`config.mk`:
```
export PLATFORM = sky130hd
export DESIGN_NAME = leaf_stream_packetizer
export DESIGN_NICKNAME = d
export VERILOG_FILES = /design/src/rtl/leaf_stream_packetizer.sv
export SDC_FILE = /design/constraint.sdc
export NUM_CORES = 1
export LEC_CHECK = 0
export CAP_MARGIN = 20
export CORE_MARGIN = 3
export CORE_UTILIZATION = 58
export CTS_BUF_LIST = sky130_fd_sc_hd__clkbuf_2
export DETAILED_ROUTE_END_ITERATION = 10
export MAX_ROUTING_LAYER = met4
export PLACE_DENSITY = 0.83
export SYNTH_ARGS = -nofsm -noshare
export SYNTH_HDL_FRONTEND = slang
export SYNTH_SLANG_ARGS = --single-unit
```
`constraint.sdc`:
```
create_clock -name ap_clk -period 5.6 [get_ports ap_clk]
set_input_delay 1.4 -clock ap_clk [delete_from_list [all_inputs] [get_ports ap_clk]]
set_output_delay 1.4 -clock ap_clk [all_outputs]
set_load 0.01 [all_outputs]
```
`src/rtl/leaf_stream_packetizer.sv`:
```
// Leaf stream packetizer.
// Turns NUM_PORTS user AXI-stream outputs into BFT packets. Each port has a
// two-entry skid FIFO. A round-robin arbiter picks the next port, and each
// packet carries the port's static destination and a per-port sequence
// number. Per-port credit counters stop a port once the destination
// receive buffer is full.
module leaf_stream_packetizer #(
  parameter int NUM_PORTS             = 3,
  parameter int PAYLOAD_BITS          = 32,
  parameter int PACKET_BITS           = 49,
  parameter int NUM_LEAF_BITS         = 4,
  parameter int NUM_PORT_BITS         = 4,
  parameter int NUM_ADDR_BITS         = 7,
  parameter int FREESPACE_UPDATE_SIZE = 64
) (
  input  logic                              ap_clk,
  input  logic                              ap_rst_n,
  input  logic [NUM_PORTS*PAYLOAD_BITS-1:0] in_tdata,
  input  logic [NUM_PORTS-1:0]              in_tvalid,
  output logic [NUM_PORTS-1:0]              in_tready,
  input  logic [NUM_PORTS*(NUM_LEAF_BITS+NUM_PORT_BITS)-1:0] dest_cfg,
  input  logic                              credit_vld,
  input  logic [NUM_PORT_BITS-1:0]          credit_port,
  output logic [PACKET_BITS-1:0]            dout_leaf_interface2bft,
  input  logic                              bft_ready
);

  localparam int IDX_W  = (NUM_PORTS > 1) ? $clog2(NUM_PORTS) : 1;
  localparam int CRED_W = NUM_ADDR_BITS + 1;
  localparam int CFG_W  = NUM_LEAF_BITS + NUM_PORT_BITS;
  localparam logic [CRED_W-1:0]        CREDIT_INIT = {1'b1, {NUM_ADDR_BITS{1'b0}}};
  localparam logic [NUM_ADDR_BITS-1:0] SEQ_ONE     = {{(NUM_ADDR_BITS-1){1'b0}}, 1'b1};

  logic [PAYLOAD_BITS-1:0]  slot0_r [NUM_PORTS];
  logic [PAYLOAD_BITS-1:0]  slot1_r [NUM_PORTS];
  logic [PAYLOAD_BITS-1:0]  slot0_nxt_s [NUM_PORTS];
  logic [PAYLOAD_BITS-1:0]  slot1_nxt_s [NUM_PORTS];
  logic [1:0]               fifo_cnt_r [NUM_PORTS];
  logic [1:0]               fifo_cnt_nxt_s [NUM_PORTS];
  logic [CRED_W-1:0]        credit_r [NUM_PORTS];
  logic [CRED_W-1:0]        credit_nxt_s [NUM_PORTS];
  logic [NUM_ADDR_BITS-1:0] seq_r [NUM_PORTS];
  logic [NUM_PORTS-1:0]     push_s;
  logic [NUM_PORTS-1:0]     pop_s;
  logic [NUM_PORTS-1:0]     eligible_s;
  logic [NUM_PORTS-1:0]     in_tready_r;
  logic [IDX_W-1:0]         ptr_r;
  logic [IDX_W-1:0]         ptr_nxt_s;
  logic [IDX_W-1:0]         grant_idx_s;
  logic                     grant_vld_s;
  logic [PACKET_BITS-1:0]   dout_r;
  logic [PACKET_BITS-1:0]   dout_nxt_s;

  assign in_tready               = in_tready_r;
  assign dout_leaf_interface2bft = dout_r;

  // A port may compete only when it holds data and still has credit.
  always_comb begin
    for (int i = 0; i < NUM_PORTS; i++) begin
      eligible_s[i] = (fifo_cnt_r[i] != 2'd0) && (credit_r[i] != {CRED_W{1'b0}});
    end
  end

  // Round-robin search from the pointer; grants only when the output slot can take a packet.
  always_comb begin
    int cand;
    cand        = 0;
    grant_vld_s = 1'b0;
    grant_idx_s = {IDX_W{1'b0}};
    ptr_nxt_s   = ptr_r;
    if (!dout_r[PACKET_BITS-1] || bft_ready) begin
      for (int k = 0; k < NUM_PORTS; k++) begin
        cand = (int'(ptr_r) + k) % NUM_PORTS;
        if (!grant_vld_s && eligible_s[cand]) begin
          grant_vld_s = 1'b1;
          grant_idx_s = IDX_W'(cand);
        end else begin
          grant_idx_s = grant_idx_s;
        end
      end
    end else begin
      grant_vld_s = 1'b0;
    end
    if (grant_vld_s) begin
      ptr_nxt_s = IDX_W'((int'(grant_idx_s) + 1) % NUM_PORTS);
    end else begin
      ptr_nxt_s = ptr_r;
    end
  end

  // Skid FIFO next state: handshake, occupancy and the two slot contents.
  always_comb begin
    for (int i = 0; i < NUM_PORTS; i++) begin
      push_s[i]         = in_tvalid[i] & in_tready_r[i];
      pop_s[i]          = grant_vld_s && (int'(grant_idx_s) == i);
      fifo_cnt_nxt_s[i] = fifo_cnt_r[i] + {1'b0, push_s[i]} - {1'b0, pop_s[i]};
      slot0_nxt_s[i]    = slot0_r[i];
      slot1_nxt_s[i]    = slot1_r[i];
      if (pop_s[i]) begin
        slot0_nxt_s[i] = slot1_r[i];
      end else begin
        slot0_nxt_s[i] = slot0_r[i];
      end
      if (push_s[i]) begin
        if ((fifo_cnt_r[i] - {1'b0, pop_s[i]}) == 2'd0) begin
          slot0_nxt_s[i] = in_tdata[i*PAYLOAD_BITS +: PAYLOAD_BITS];
        end else begin
          slot1_nxt_s[i] = in_tdata[i*PAYLOAD_BITS +: PAYLOAD_BITS];
        end
      end else begin
        slot1_nxt_s[i] = slot1_nxt_s[i];
      end
    end
  end

  // Credit update: issue costs one, a return pulse adds a block; saturate at the buffer size.
  always_comb begin
    int sum;
    sum = 32'sd0;
    for (int i = 0; i < NUM_PORTS; i++) begin
      credit_nxt_s[i] = credit_r[i];
      sum = int'(credit_r[i])
          - (pop_s[i] ? 32'sd1 : 32'sd0)
          + ((credit_vld && (int'(credit_port) == i)) ? FREESPACE_UPDATE_SIZE : 32'sd0);
      if (sum > int'(CREDIT_INIT)) begin
        credit_nxt_s[i] = CREDIT_INIT;
      end else begin
        credit_nxt_s[i] = CRED_W'(sum);
      end
    end
  end

  // Output packet: load on grant, hold under back-pressure, otherwise empty.
  always_comb begin
    dout_nxt_s = {PACKET_BITS{1'b0}};
    if (grant_vld_s) begin
      dout_nxt_s = {1'b1,
                    dest_cfg[int'(grant_idx_s)*CFG_W +: CFG_W],
                    seq_r[grant_idx_s],
                    1'b0,
                    slot0_r[grant_idx_s]};
    end else if (dout_r[PACKET_BITS-1] && !bft_ready) begin
      dout_nxt_s = dout_r;
    end else begin
      dout_nxt_s = {PACKET_BITS{1'b0}};
    end
  end

  // Shared state: arbitration pointer and output packet register.
  always_ff @(posedge ap_clk or negedge ap_rst_n) begin
    if (!ap_rst_n) begin
      ptr_r  <= {IDX_W{1'b0}};
      dout_r <= {PACKET_BITS{1'b0}};
    end else begin
      ptr_r  <= ptr_nxt_s;
      dout_r <= dout_nxt_s;
    end
  end

  // Per-port state: FIFO slots and occupancy, ready, credit and sequence number.
  always_ff @(posedge ap_clk or negedge ap_rst_n) begin
    if (!ap_rst_n) begin
      for (int i = 0; i < NUM_PORTS; i++) begin
        slot0_r[i]     <= {PAYLOAD_BITS{1'b0}};
        slot1_r[i]     <= {PAYLOAD_BITS{1'b0}};
        fifo_cnt_r[i]  <= 2'd0;
        in_tready_r[i] <= 1'b0;
        credit_r[i]    <= CREDIT_INIT;
        seq_r[i]       <= {NUM_ADDR_BITS{1'b0}};
      end
    end else begin
      for (int i = 0; i < NUM_PORTS; i++) begin
        slot0_r[i]     <= slot0_nxt_s[i];
        slot1_r[i]     <= slot1_nxt_s[i];
        fifo_cnt_r[i]  <= fifo_cnt_nxt_s[i];
        in_tready_r[i] <= (fifo_cnt_nxt_s[i] < 2'd2);
        credit_r[i]    <= credit_nxt_s[i];
        if (pop_s[i]) begin
          seq_r[i] <= seq_r[i] + SEQ_ONE;
        end else begin
          seq_r[i] <= seq_r[i];
        end
      end
    end
  end

endmodule

```
==> flow_summary.ini <==
[critical_path]
crit_arrival_ns = 5.15
worstSetupPathType = input pin to flop
crit_fanout = 7
crit_required_ns = 6.29
crit_path_end_kind = flop
reg2regPathDepth = 21
cp-start-kind = input pin
r2r-end = credit_r[18]$_DFF_PN0_
timing.rr.start = credit_r[20]$_DFF_PN0_
regToRegSetupSlack_ns = 1.15

[cells_and_area]
mostFrequentLayoutCells = 293 x dfrtp_1, 180 x clkdlybuf4s50_1, 159 x mux2_4
nets = 1443
drive_gt1_frac = 0.276
fill_cells = 1714
syn2layout_area_growth_pct = 19.4
final_common_cell = dfrtp_1
fin_area_mm2 = 0.0173

[grt]
grt_pass1_vias = 10100
grt_usage = 0.253
antenna_found_initial = 3
grt_max_degree = 136
gr-total-overflow = 0
grt_pass1_wl_mm = 52.1

[floorplanning]
die-width_um = 164
core_mm2 = 0.0245
die_area_mm2 = 0.0269
die_h_um = 164
rows = 57
pin_count = 183
initial_core_util = 0.593

[route]
dr.pass1.iters = 5
vias = 9323
first_iter_violations = 486
routed_wl_mm = 32.4
viasPerCell = 5.60
detail_route.wl_per_cell_um = 19.5
antenna_left = 0
drc_errors = 0

[min_path]
whs_path_depth = 1
hold_start = seq_r[20]$_DFFE_PN0N_
whs_endpoint = seq_r[20]$_DFFE_PN0N_
hold_class = flop to flop

[logic_synthesis]
synthesis.area_mm2 = 0.0145
seq_area_frac_synth = 0.511
ys.flop_type = dfrtp_1
synth_edf_count = 0
syn-instance-count = 1048
synthDistinctLibCells = 55
ys.warnings.count = 0
ys_ff_latch = 296
syn_area_per_cell_um2 = 13.8
synth-async-reset-ratio = 1.00
synth_nets = 1206

[timing]
final.setup.tns_ns = 0
fin_crit_sh = 0.797
setup_viol = 0
relSlewSlack = 0.317
fin_crit_ns = 4.46
fin_skew_ns = 0.0847
slew_violations = 0
rsz0062_at_grt = false
max_freq_mhz = 224
worst_pin_slew_ns = 1.02
hold_viol = 0

[cts]
clock_path_buffers = 3
insertion_delay_ns = 0.85
h-tree-depth = 3
cts_setup_buffers = 0
cts_sinks = 296
cts_root_buffer = clkbuf_2
ctsResizeCount = 0
numCtsBuffers = 79
cts_tree = yes
clk_pin_slew_worst_paths_ns = 0.10
cts_hold_buf = 0

[place]
port_buffers = 181
place_area_mm2 = 0.0166
dp_hpwl_mm = 21.5
gp_congestion = 0.892

[pwr]
power.total_mw = 10.1
vdd_ir_drop_max_mv = 0.429
power_leakage_nw = 8.08
pwr_density_cell_mw_per_mm2 = 582

[status]
outcome = complete, no violations

[run]
drv_cap = 0
[metrics by stage]
stage / utilization / hold slack (ns) / std cells / setup WS, ns
after floorplan: - / 0.441 / 1048 / 0.972
after global placement: 0.681 / 0.461 / 1528 / 0.422
after detailed placement: 0.681 / 0.468 / 1528 / 0.325
after CTS: 0.707 / 0.457 / 1660 / 1.16
after global routing: 0.708 / 0.513 / 1663 / 0.650
final: 0.708 / 0.480 / 1664 / 1.14
[power by group]
group / total, mW / leakage, nW / internal, mW / switching (mW)
Combinational: 4.84 / 3.98 / 2.76 / 2.08
Sequential: 3.83 / 3.58 / 3.18 / 0.651
Clock: 1.41 / 0.521 / 0.548 / 0.865
Total: 10.1 / 8.08 / 6.49 / 3.59
[flip-flops by register name, indices dropped and copies added, names as in the netlist]
name	flops
ptr_r	2
slot0_r	96
seq_r	21
fifo_cnt_r	6
credit_r	24
dout_leaf_interface2bft	48
slot1_r	96
in_tready	3
[critical path, stage by stage]
cell	delay, ns
clkdlybuf4s50_1	0.53
nor2b_4	0.06
nor4_2	0.37
inv_1	0.18
ha_1	0.28
nand2_4	0.08
inv_1	0.11
ha_1	0.23
ha_1	0.20
nand2b_1	0.19
nor4_1	0.08
xor2_1	0.15
ha_1	0.21
ha_1	0.29
inv_1	0.04
a41o_1	0.20
a22oi_1	0.31
buf_4	0.20
a21oi_1	0.04
[cell families after synthesis]
family          count (synthesis)  synth area share
simple gates                  141            0.0525
fa+ha+maj                      27            0.0233
compound gates                131            0.0605
xor+xnor                       43            0.0260
other cells                     1          0.000259
buf+inv                        74            0.0292
mux                           335             0.297
flops                         296             0.511
[synthesized netlist by cell type (11+ instances only)]
cell type	count	area, µm²
inv_1	23	86.3
mux2_2	31	349
mux2_4	159	2390
mux2i_1	47	470
mux2_1	98	1100
nand2_1	34	128
a22oi_1	47	353
nand3_1	11	55.1
clkbuf_1	18	67.6
o21ai_0	49	245
dfrtp_1	293	7330
nor2_1	32	120
xor2_1	12	105
xnor2_1	31	272
buf_6	18	203
ha_1	27	338
nor3_1	13	65.1
[worst max path at each step]
| stage | startpoint | to | slack [ns] | depth (start not counted) |
|---|---|---|---|---|
| 2_1_floorplan | bft_ready | credit_r[15]$_DFF_PN1_ | 0.97 | 16 |
| 3_3_place_gp | bft_ready | credit_r[18]$_DFF_PN0_ | 0.42 | 19 |
| 3_5_place_dp | bft_ready | credit_r[18]$_DFF_PN0_ | 0.33 | 19 |
| 4_1_cts | credit_r[20]$_DFF_PN0_ | credit_r[18]$_DFF_PN0_ | 1.16 | 21 |
| 5_1_grt | credit_r[12]$_DFF_PN0_ | credit_r[18]$_DFF_PN0_ | 0.65 | 21 |
| 6_report | bft_ready | credit_r[18]$_DFF_PN0_ | 1.14 | 19 |
[per-layer routing]
metal / track usage / up-vias / routed length [µm]
li1: - / 4315 / -
met1: 0.321 / 4690 / 14000
met2: 0.400 / 257 / 15400
met3: 0.0631 / 61 / 2210
met4: 0.0873 / 0 / 736
met5: - / - / 0
[final cells by class]
| cell class | instances | area, µm² | share of cell area |
|---|---|---|---|
| inverters | 25 | 95.1 | 0.00549 |
| repair buffers | 205 | 2050 | 0.118 |
| clock inverters | 16 | 70.1 | 0.00405 |
| multi-input cells | 678 | 6690 | 0.387 |
| flip-flops and latches | 296 | 7410 | 0.428 |
| well taps | 324 | 405 | 0.0234 |
| diodes | 4 | 10.0 | 0.000578 |
| clock buffers | 116 | 581 | 0.0335 |
Note: power is estimated with default switching activity, not from simulation.
